<file path="src/rtl/fdiv_seq.sv">
// Sequential IEEE-754 single-precision divider: 26-step restoring mantissa
// division, one normalise/round edge, then a held result with valid/ready handshake.
module fdiv_seq (
    input  logic        clk,
    input  logic        rst,
    input  logic [31:0] x1,
    input  logic [31:0] x2,
    input  logic        in_valid,
    output logic        in_ready,
    output logic [31:0] y,
    output logic        out_valid,
    input  logic        out_ready
);
    typedef enum logic [1:0] {IDLE, DIV, NORM, DONE} state_t;

    state_t       state_q, state_d;
    logic         sign_q, sign_d;
    logic [7:0]   ea_q, ea_d;
    logic [7:0]   eb_q, eb_d;
    logic [23:0]  mb_q, mb_d;
    logic [24:0]  rem_q, rem_d;
    logic [25:0]  quo_q, quo_d;
    logic [4:0]   cnt_q, cnt_d;
    logic [31:0]  y_q, y_d;

    logic         sign_in;
    logic [23:0]  rem_sub;
    logic signed [9:0] exp_n;
    logic [23:0]  mant_n;
    logic [31:0]  norm_res;

    assign sign_in = x1[31] ^ x2[31];
    // The partial remainder is always below 2*mb, so the low 24 bits of the
    // difference are exact whenever the subtraction is taken.
    assign rem_sub = rem_q[23:0] - mb_q;

    always_comb begin
        if (quo_q[25]) begin
            mant_n = {1'b0, quo_q[24:2]} + {23'd0, quo_q[1]};
            exp_n  = $signed({2'b00, ea_q}) - $signed({2'b00, eb_q}) + 10'sd127;
        end else begin
            mant_n = {1'b0, quo_q[23:1]} + {23'd0, quo_q[0]};
            exp_n  = $signed({2'b00, ea_q}) - $signed({2'b00, eb_q}) + 10'sd126;
        end
        if (mant_n[23]) begin
            mant_n = 24'd0;
            exp_n  = exp_n + 10'sd1;
        end
        if (exp_n <= 10'sd0) begin
            norm_res = {sign_q, 31'd0};
        end else if (exp_n >= 10'sd255) begin
            norm_res = {sign_q, 8'hFF, 23'd0};
        end else begin
            norm_res = {sign_q, exp_n[7:0], mant_n[22:0]};
        end
    end

    always_comb begin
        state_d = state_q;
        sign_d  = sign_q;
        ea_d    = ea_q;
        eb_d    = eb_q;
        mb_d    = mb_q;
        rem_d   = rem_q;
        quo_d   = quo_q;
        cnt_d   = cnt_q;
        y_d     = y_q;
        case (state_q)
            IDLE: begin
                if (in_valid) begin
                    sign_d = sign_in;
                    ea_d   = x1[30:23];
                    eb_d   = x2[30:23];
                    mb_d   = {1'b1, x2[22:0]};
                    rem_d  = {2'b01, x1[22:0]};
                    quo_d  = 26'd0;
                    cnt_d  = 5'd0;
                    // Divisor zero wins over dividend zero.
                    if (x2[30:23] == 8'd0) begin
                        y_d     = {sign_in, 8'hFF, 23'd0};
                        state_d = DONE;
                    end else if (x1[30:23] == 8'd0) begin
                        y_d     = {sign_in, 31'd0};
                        state_d = DONE;
                    end else begin
                        state_d = DIV;
                    end
                end
            end
            DIV: begin
                if (rem_q >= {1'b0, mb_q}) begin
                    quo_d = {quo_q[24:0], 1'b1};
                    rem_d = {rem_sub, 1'b0};
                end else begin
                    quo_d = {quo_q[24:0], 1'b0};
                    rem_d = {rem_q[23:0], 1'b0};
                end
                cnt_d = cnt_q + 5'd1;
                if (cnt_q == 5'd25) begin
                    cnt_d   = 5'd0;
                    state_d = NORM;
                end
            end
            NORM: begin
                y_d     = norm_res;
                state_d = DONE;
            end
            DONE: begin
                if (out_ready) begin
                    state_d = IDLE;
                end
            end
            default: state_d = IDLE;
        endcase
    end

    always_ff @(posedge clk or posedge rst) begin
        if (rst) begin
            state_q <= IDLE;
            sign_q  <= 1'b0;
            ea_q    <= 8'd0;
            eb_q    <= 8'd0;
            mb_q    <= 24'd0;
            rem_q   <= 25'd0;
            quo_q   <= 26'd0;
            cnt_q   <= 5'd0;
            y_q     <= 32'd0;
        end else begin
            state_q <= state_d;
            sign_q  <= sign_d;
            ea_q    <= ea_d;
            eb_q    <= eb_d;
            mb_q    <= mb_d;
            rem_q   <= rem_d;
            quo_q   <= quo_d;
            cnt_q   <= cnt_d;
            y_q     <= y_d;
        end
    end

    assign in_ready  = (state_q == IDLE);
    assign out_valid = (state_q == DONE);
    assign y         = y_q;
endmodule
</file>
<file path="config.mk">
export PLATFORM = sky130hd
export DESIGN_NAME = fdiv_seq
export DESIGN_NICKNAME = d
export VERILOG_FILES = /design/src/rtl/fdiv_seq.sv
export SDC_FILE = /design/constraint.sdc
export NUM_CORES = 1
export LEC_CHECK = 0
export ABC_CLOCK_PERIOD_IN_PS = 5000
export CAP_MARGIN = 20
export CORE_MARGIN = 2
export CORE_UTILIZATION = 50
export DETAILED_ROUTE_END_ITERATION = 12
export DONT_BUFFER_PORTS = 1
export GPL_ROUTABILITY_DRIVEN = 0
export GPL_TIMING_DRIVEN = 0
export PLACE_DENSITY_LB_ADDON = 0.3
export SLEW_MARGIN = 10
export SYNTH_ARGS = -nofsm -noshare
export SYNTH_HDL_FRONTEND = slang
export SYNTH_SLANG_ARGS = --single-unit
</file>
<file path="constraint.sdc">
create_clock -name clk -period 5 [get_ports clk]
set_clock_uncertainty 0.2 [all_clocks]
set_input_delay 1 -clock clk [delete_from_list [all_inputs] [get_ports clk]]
set_output_delay 1 -clock clk [all_outputs]
set_load 0.03 [all_outputs]
</file>
==> flow_summary_export.csv, run 1 <==
group,metric,value,unit
cts,clock-sinks,131,
finish,fin_cells,1252,
timing,max_slew_margin,0.288,
finish,layout.nets,1131,
critical_path,startpoint_type,"flip-flop",
synth,ys_types,88,
worst_hold_path,min_path_type,"input port to async pin",
floorplanning,dieArea,19000,sq um
finish,final_common_cell,"dfrtp_1",
timing,fin_tns_setup,0,ps
grt,grt_antenna_before_repair,1,
timing,max_freq,0.212,GHz
timing,period_needed,4710,ps
detailed_routing,via_per_inst,6.01,
synth,synthFlopType,"dfrtp_1",
cts,clock_path_buffers,2,
synth,syn_inst,995,
synth,syn_area,8960,sq um
pwr,total_power,7.79,mW
cts,cts_tree,"done",
detailed_routing,drtAntennaViolNets,0,
critical_path,critical_path_class,"flip-flop to flip-flop",
floorplanning,row_count,48,
critical_path,crit_path_end_kind,"flip-flop",
grt,grt_pass1_vias,7013,
critical_path,r2r_setup_slack,290,ps
timing,post-route-period-util,0.941,
synth,synth.top_cell.area_share,0.366,
cts,root_buffer,"clkbuf_16",
detailed_routing,drtPass1Iterations,6,
critical_path,path_common_cell,"ha_1",
floorplanning,fp.dieH,138,um
synth,synthTopCellsByArea,"dfrtp_1 37%, ha_1 6.6%, mux2_2 5.4%, o21ai_0 4.3%, nand2_1 3.9%",
pwr,ir_worst_vdd,0.000435,V
critical_path,cp_slowest_stage_delay,400,ps
synth,synth_top_family_by_area,"compound AO/OA/AOI/OAI gates",
cts,cts_buffers,17,
synth,synth_xor_area_frac,0.0497,
cts,htree_levels,4,
critical_path,required,5110,ps
floorplanning,dieWidth,138,um
timing,hold_viol,0,
detailed_routing,drt_first_iter_violations,616,
critical_path,path_cells,"ha_1, and2b_2, o21ai_0, nand2_1, ha_1, nand3b_1, nand3_1, mux2_2, a211o_1, o21a_1, o31a_1, or3_4, a21oi_2, o2111ai_2, and4bb_4, buf_6, a22o_2",
synth,synthArstFlopShare,1.00,
synth,ys_warn_count,0,
synth,synth_compound_area_frac,0.231,
synth,synth_adder_area_share,0.0678,
grt,overflow,0,
synth,yosysTopAreaCell,"dfrtp_1",
critical_path,cp_num_buf_inv,1,
timing,slew_violations,0,
grt,grt_max_degree,90,
synth,ys_ff_latch,131,
critical_path,slowest_stage,"or3_4",
pwr,total_leakage_power,4.34,nW
synth,synthMuxAreaShare,0.0685,
floorplanning,pin_count,102,
finish,nFillCells,1560,
placement,portBuffers,0,
cts,clk_latency,430,ps
floorplanning,core_area,17400,sq um
critical_path,cp_max_fo,10,
synth,yosysSeqAreaShare,0.366,
synth,syn_area_per_cell,9.01,sq um
placement,place_inst,1221,
placement,dp_hpwl,16.2,mm
job,drv_cap,0,
detailed_routing,finalWirelength,22.0,mm
synth,synth_edf_count,0,
run_status,status,"finished, final reports clean",
synth,syn_nets,1111,
critical_path,arrival,4820,ps
pwr,pwr_density_cell,791,nW/um^2
finish,area_delta_synth_final,9.92,%
critical_path,critical-path-top-delay-family,"compound AO/OA/AOI/OAI gates",
finish,most-common-layout-cells,"131 x dfrtp_1, 93 x nand2_1, 77 x o21ai_0, 60 x inv_1, 54 x nor2_1",
timing,setup_viol,0,
synth,yosys.area_share.simple,0.158,
floorplanning,initial_utilization,0.515,
finish,drive_above_1_share,0.111,
cts,clkTransAtPathRegs,60,ps
grt,grt_pass1_wl,35.8,mm
detailed_routing,via_count,7527,
detailed_routing,drc,0,
grt,track_usage,0.240,
detailed_routing,wl_per_cell,17.6,um
timing,worstMarginPinSlew,1050,ps
layout make-up:
class,count,area [sq um],share of cell area
Sequential cell,131,3280,0.333
Clock inverter,12,138,0.0140
Tap cell,225,282,0.0286
Buffer,60,295,0.0300
Antenna cell,1,2.50,0.000254
Timing Repair Buffer,1,27.5,0.00279
Clock buffer,18,429,0.0436
Multi-Input combinational cell,743,5170,0.524
Inverter,61,234,0.0237
logic make-up after synthesis:
kind of cell	Yosys count
AOI/OAI and AO/OA	301
xor gates and xnor gates	50
adders and majority gates	48
buffers and inverters	121
DFF	131
muxes	56
and+or+nand+nor	288
synth_stat cells, types with 8 or more instances:
cell type / number
dfrtp_1: 131
nand2_1: 93
o21ai_0: 77
inv_1: 61
nor2_1: 54
a21oi_1: 53
ha_1: 47
clkbuf_1: 44
mux2_2: 43
a22o_1: 38
nand3_1: 29
xnor2_1: 26
and3_1: 25
xor2_1: 23
nand4_1: 18
a31oi_1: 17
nor3_1: 16
a21o_1: 14
mux2i_1: 13
o21a_1: 9
a222oi_1: 8
nand2b_1: 8
nor2b_1: 8
o211ai_1: 8
repair_timing:
item	CTS	global route
setup endpoints to repair	0	5
hold buffers	0	0
resized for setup	0	1
setup buffers	0	0
through the flow:
stage / hold WS (ps) / worst slack (ps) / utilization / area [sq um]
after global routing: 269 / -5.55 / 0.566 / 9850
after global placement: 236 / -1170 / 0.531 / 9250
after CTS: 250 / 270 / 0.565 / 9840
after floorplan: 218 / 302 / - / 8960
final: 239 / 293 / 0.566 / 9850
after detailed placement: 237 / 280 / 0.533 / 9280
registers in the layout (all words and copies together), names as in the netlist:
register  cells
rem_q        25
quo_q        26
sign_q        1
cnt_q         5
eb_q          8
y            32
ea_q          8
mb_q         24
state_q       2
final timing paths:
check	start	end	cells past startpoint
max in group asynchronous	rst	y[9]	2
min in group clk	mb_q[23]	mb_q[23]	2
min	rst	ea_q[6]	1
max	ea_q[1]	y[7]	17
max reg2reg	ea_q[1]	y[7]	17
min reg2reg	mb_q[23]	mb_q[23]	2
metal layers:
metal,share of wire,GRT usage,vias to the layer above
met5,0,0,-
met4,0.020,0.0635,0
met3,0.054,0.0501,34
met2,0.47,0.392,220
met1,0.46,0.327,3578
li1,-,-,3695
power breakdown:
part	switching, mW	internal (mW)	leakage [nW]	total (mW)
combinational	2.88	1.99	2.39	4.87
clock	0.484	0.729	0.272	1.21
sequential	0.305	1.40	1.67	1.71
worst reg2reg max path, delay by kind of cell (launching register included):
family | cells | cell delay, ps
adder cells (fa/ha/maj) | 2 | 580
multiplexers | 1 | 310
flip-flops | 1 | 380
buffers and inverters | 1 | 140
AND/OR/NAND/NOR | 6 | 1330
AO/OA/AOI/OAI | 7 | 1660
Power figures use the tool's default switching activity.
==> run 2: changes to the inputs <==
- ABC_CLOCK_PERIOD_IN_PS: 5000 -> 5170
- clock period: 5 -> 5.17 ns (I/O delays scaled with it)
==> flow_summary_export.csv, run 2 (same netlist as run 1, synthesis figures left out) <==
group,metric,value,unit
floorplanning,row_count,48,
detailed_routing,drc,0,
critical_path,crit_path_end_kind,"flip-flop",
run_status,status,"finished, final reports clean",
floorplanning,pin_count,102,
grt,grt_antenna_before_repair,1,
timing,max_slew_margin,0.276,
grt,track_usage,0.240,
cts,htree_levels,4,
cts,cts_tree,"done",
pwr,total_power,7.53,mW
finish,nFillCells,1561,
worst_hold_path,holdCritStartpoint,"mb_q[23]",
finish,area_delta_synth_final,9.85,%
critical_path,r2r_cells,17,
detailed_routing,wl_per_cell,17.7,um
critical_path,slowest_stage,"nor4_1",
timing,fin_tns_setup,0,ps
critical_path,arrival,4850,ps
cts,clock_path_buffers,2,
pwr,ir_worst_vdd,0.000420,V
placement,portBuffers,0,
finish,stdcell_area,9850,sq um
detailed_routing,via_count,7527,
critical_path,r2r_setup_slack,430,ps
job,drv_cap,0,
critical_path,critical_path_class,"flip-flop to flip-flop",
timing,post-route-period-util,0.917,
grt,grt_pass1_vias,7013,
critical_path,timing.rr.end,"y[7]",
timing,setup_viol,0,
pwr,p_seq_frac,0.219,
worst_hold_path,hold-path-cell-count,2,
finish,largest_register_ffs,32,
cts,cts_buffers,17,
cts,clkTransAtPathRegs,60,ps
critical_path,required,5280,ps
critical_path,cp_slowest_stage_delay,540,ps
cts,cts_resized,0,
finish,drive_above_1_share,0.110,
cts,postCtsSetupBuffers,0,
floorplanning,initial_utilization,0.515,
pwr,total_leakage_power,4.34,nW
detailed_routing,finalWirelength,22.1,mm
timing,max_freq,0.211,GHz
critical_path,startpoint_type,"flip-flop",
timing,worstMarginPinSlew,1070,ps
detailed_routing,drt_first_iter_violations,618,
placement,dp_hpwl,16.2,mm
cts,cts_hold_buf,0,
timing,hold_viol,0,
pwr,p_clk_frac,0.156,
pwr,p_sw,3.55,mW
cts,root_buffer,"clkbuf_16",
critical_path,cp_max_fo,10,
pwr,switching_share,0.471,
detailed_routing,drtPass1Iterations,7,
worst_hold_path,min_path_type,"flip-flop to flip-flop",
floorplanning,dieWidth,138,um
timing,slew_violations,0,
pwr,pwr_density_cell,765,nW/um^2
finish,layout.nets,1131,
critical_path,reg2reg_from,"ea_q[1]",
grt,grt_max_degree,90,
placement,dpl_cell_area,9280,sq um
timing,rsz0062_at_grt,"false",
critical_path,path_cells,"ha_1, and2b_2, o21ai_0, nand2_1, ha_1, nand3b_1, nand3_1, mux2_2, a211o_1, o21a_1, nor4_1, o21a_1, and4_1, o2111ai_2, and4bb_4, buf_6, a22o_2",
pwr,cellInternalPower,3.98,mW
detailed_routing,drtAntennaViolNets,0,
finish,final_common_cell,"dfrtp_1",
floorplanning,fp.dieH,138,um
detailed_routing,via_per_inst,6.01,
floorplanning,core_area,17400,sq um
timing,period_needed,4740,ps
worst_hold_path,min_to,"mb_q[23]",
grt,grt_pass1_wl,35.8,mm
cts,clock-sinks,131,
critical_path,startpoint,"ea_q[1]",
pwr,combPwrFrac,0.625,
grt,overflow,0,
finish,most-common-layout-cells,"131 x dfrtp_1, 93 x nand2_1, 77 x o21ai_0, 60 x inv_1, 54 x nor2_1",
cts,clk_latency,430,ps
floorplanning,dieArea,19000,sq um
## run 2: cell types whose count changed in the layout (fill, tap and decap cells not counted)
cell | before | now
nor4_1 | 6 | 7
nor4_2 | 1 | 0
## run 2: power by group through the flow
| stage | clock network, mW | registers [mW] | logic [mW] |
|---|---|---|---|
| 2_1_floorplan | 0 | 1.59 | 3.74 |
| 3_3_place_gp | 0 | 1.65 | 4.56 |
| 3_5_place_dp | 0 | 1.66 | 4.63 |
| 4_1_cts | 1.19 | 1.65 | 4.68 |
| 5_1_grt | 1.23 | 1.70 | 5.24 |
| 6_report | 1.17 | 1.65 | 4.71 |
## run 2: final cells by class
| class | instances | area, sq um | share of cell area |
|---|---|---|---|
| antenna | 1 | 2.50 | 0.000254 |
| buffer | 60 | 295 | 0.0300 |
| clock buffer | 18 | 429 | 0.0436 |
| clock inverter | 12 | 138 | 0.0140 |
| inverter | 61 | 234 | 0.0238 |
| multi-input combinational | 743 | 5160 | 0.524 |
| sequential | 131 | 3280 | 0.333 |
| tap | 225 | 282 | 0.0286 |
| timing repair buffer | 1 | 27.5 | 0.00280 |
## run 2: worst max path at each step
stage | cells past startpoint | slack (ps) | endpoint
after global placement | 1 | -1030 | y[16]
after floorplan | 1 | 440 | cnt_q[0]
final | 17 | 430 | y[7]
after CTS | 17 | 440 | y[7]
after detailed placement | 17 | 450 | y[15]
after global routing | 17 | 150 | y[7]
## run 2: stage by stage
| stage | setup WS, ps | util | std cells | hold slack (ps) |
|---|---|---|---|---|
| 2_1_floorplan | 438 | - | 995 | 218 |
| 3_5_place_dp | 450 | 0.533 | 1221 | 237 |
| 6_report | 429 | 0.565 | 1252 | 244 |
| 3_3_place_gp | -1030 | 0.531 | 1220 | 236 |
| 5_1_grt | 148 | 0.565 | 1251 | 285 |
| 4_1_cts | 440 | 0.565 | 1251 | 250 |
## run 2: critical path, delay by kind of cell, from the launching register on
kind | cells | cell delay, ps
adders and majority gates | 2 | 580
muxes | 1 | 310
buffers and inverters | 1 | 140
DFF | 1 | 380
and+or+nand+nor | 7 | 1660
AOI/OAI and AO/OA | 6 | 1330
## run 2: layer usage
metal	share of wire	vias up	track usage
met5	0	-	0
met4	0.016	0	0.0635
met3	0.063	34	0.0501
met2	0.46	265	0.392
met1	0.46	3548	0.327
li1	-	3680	-
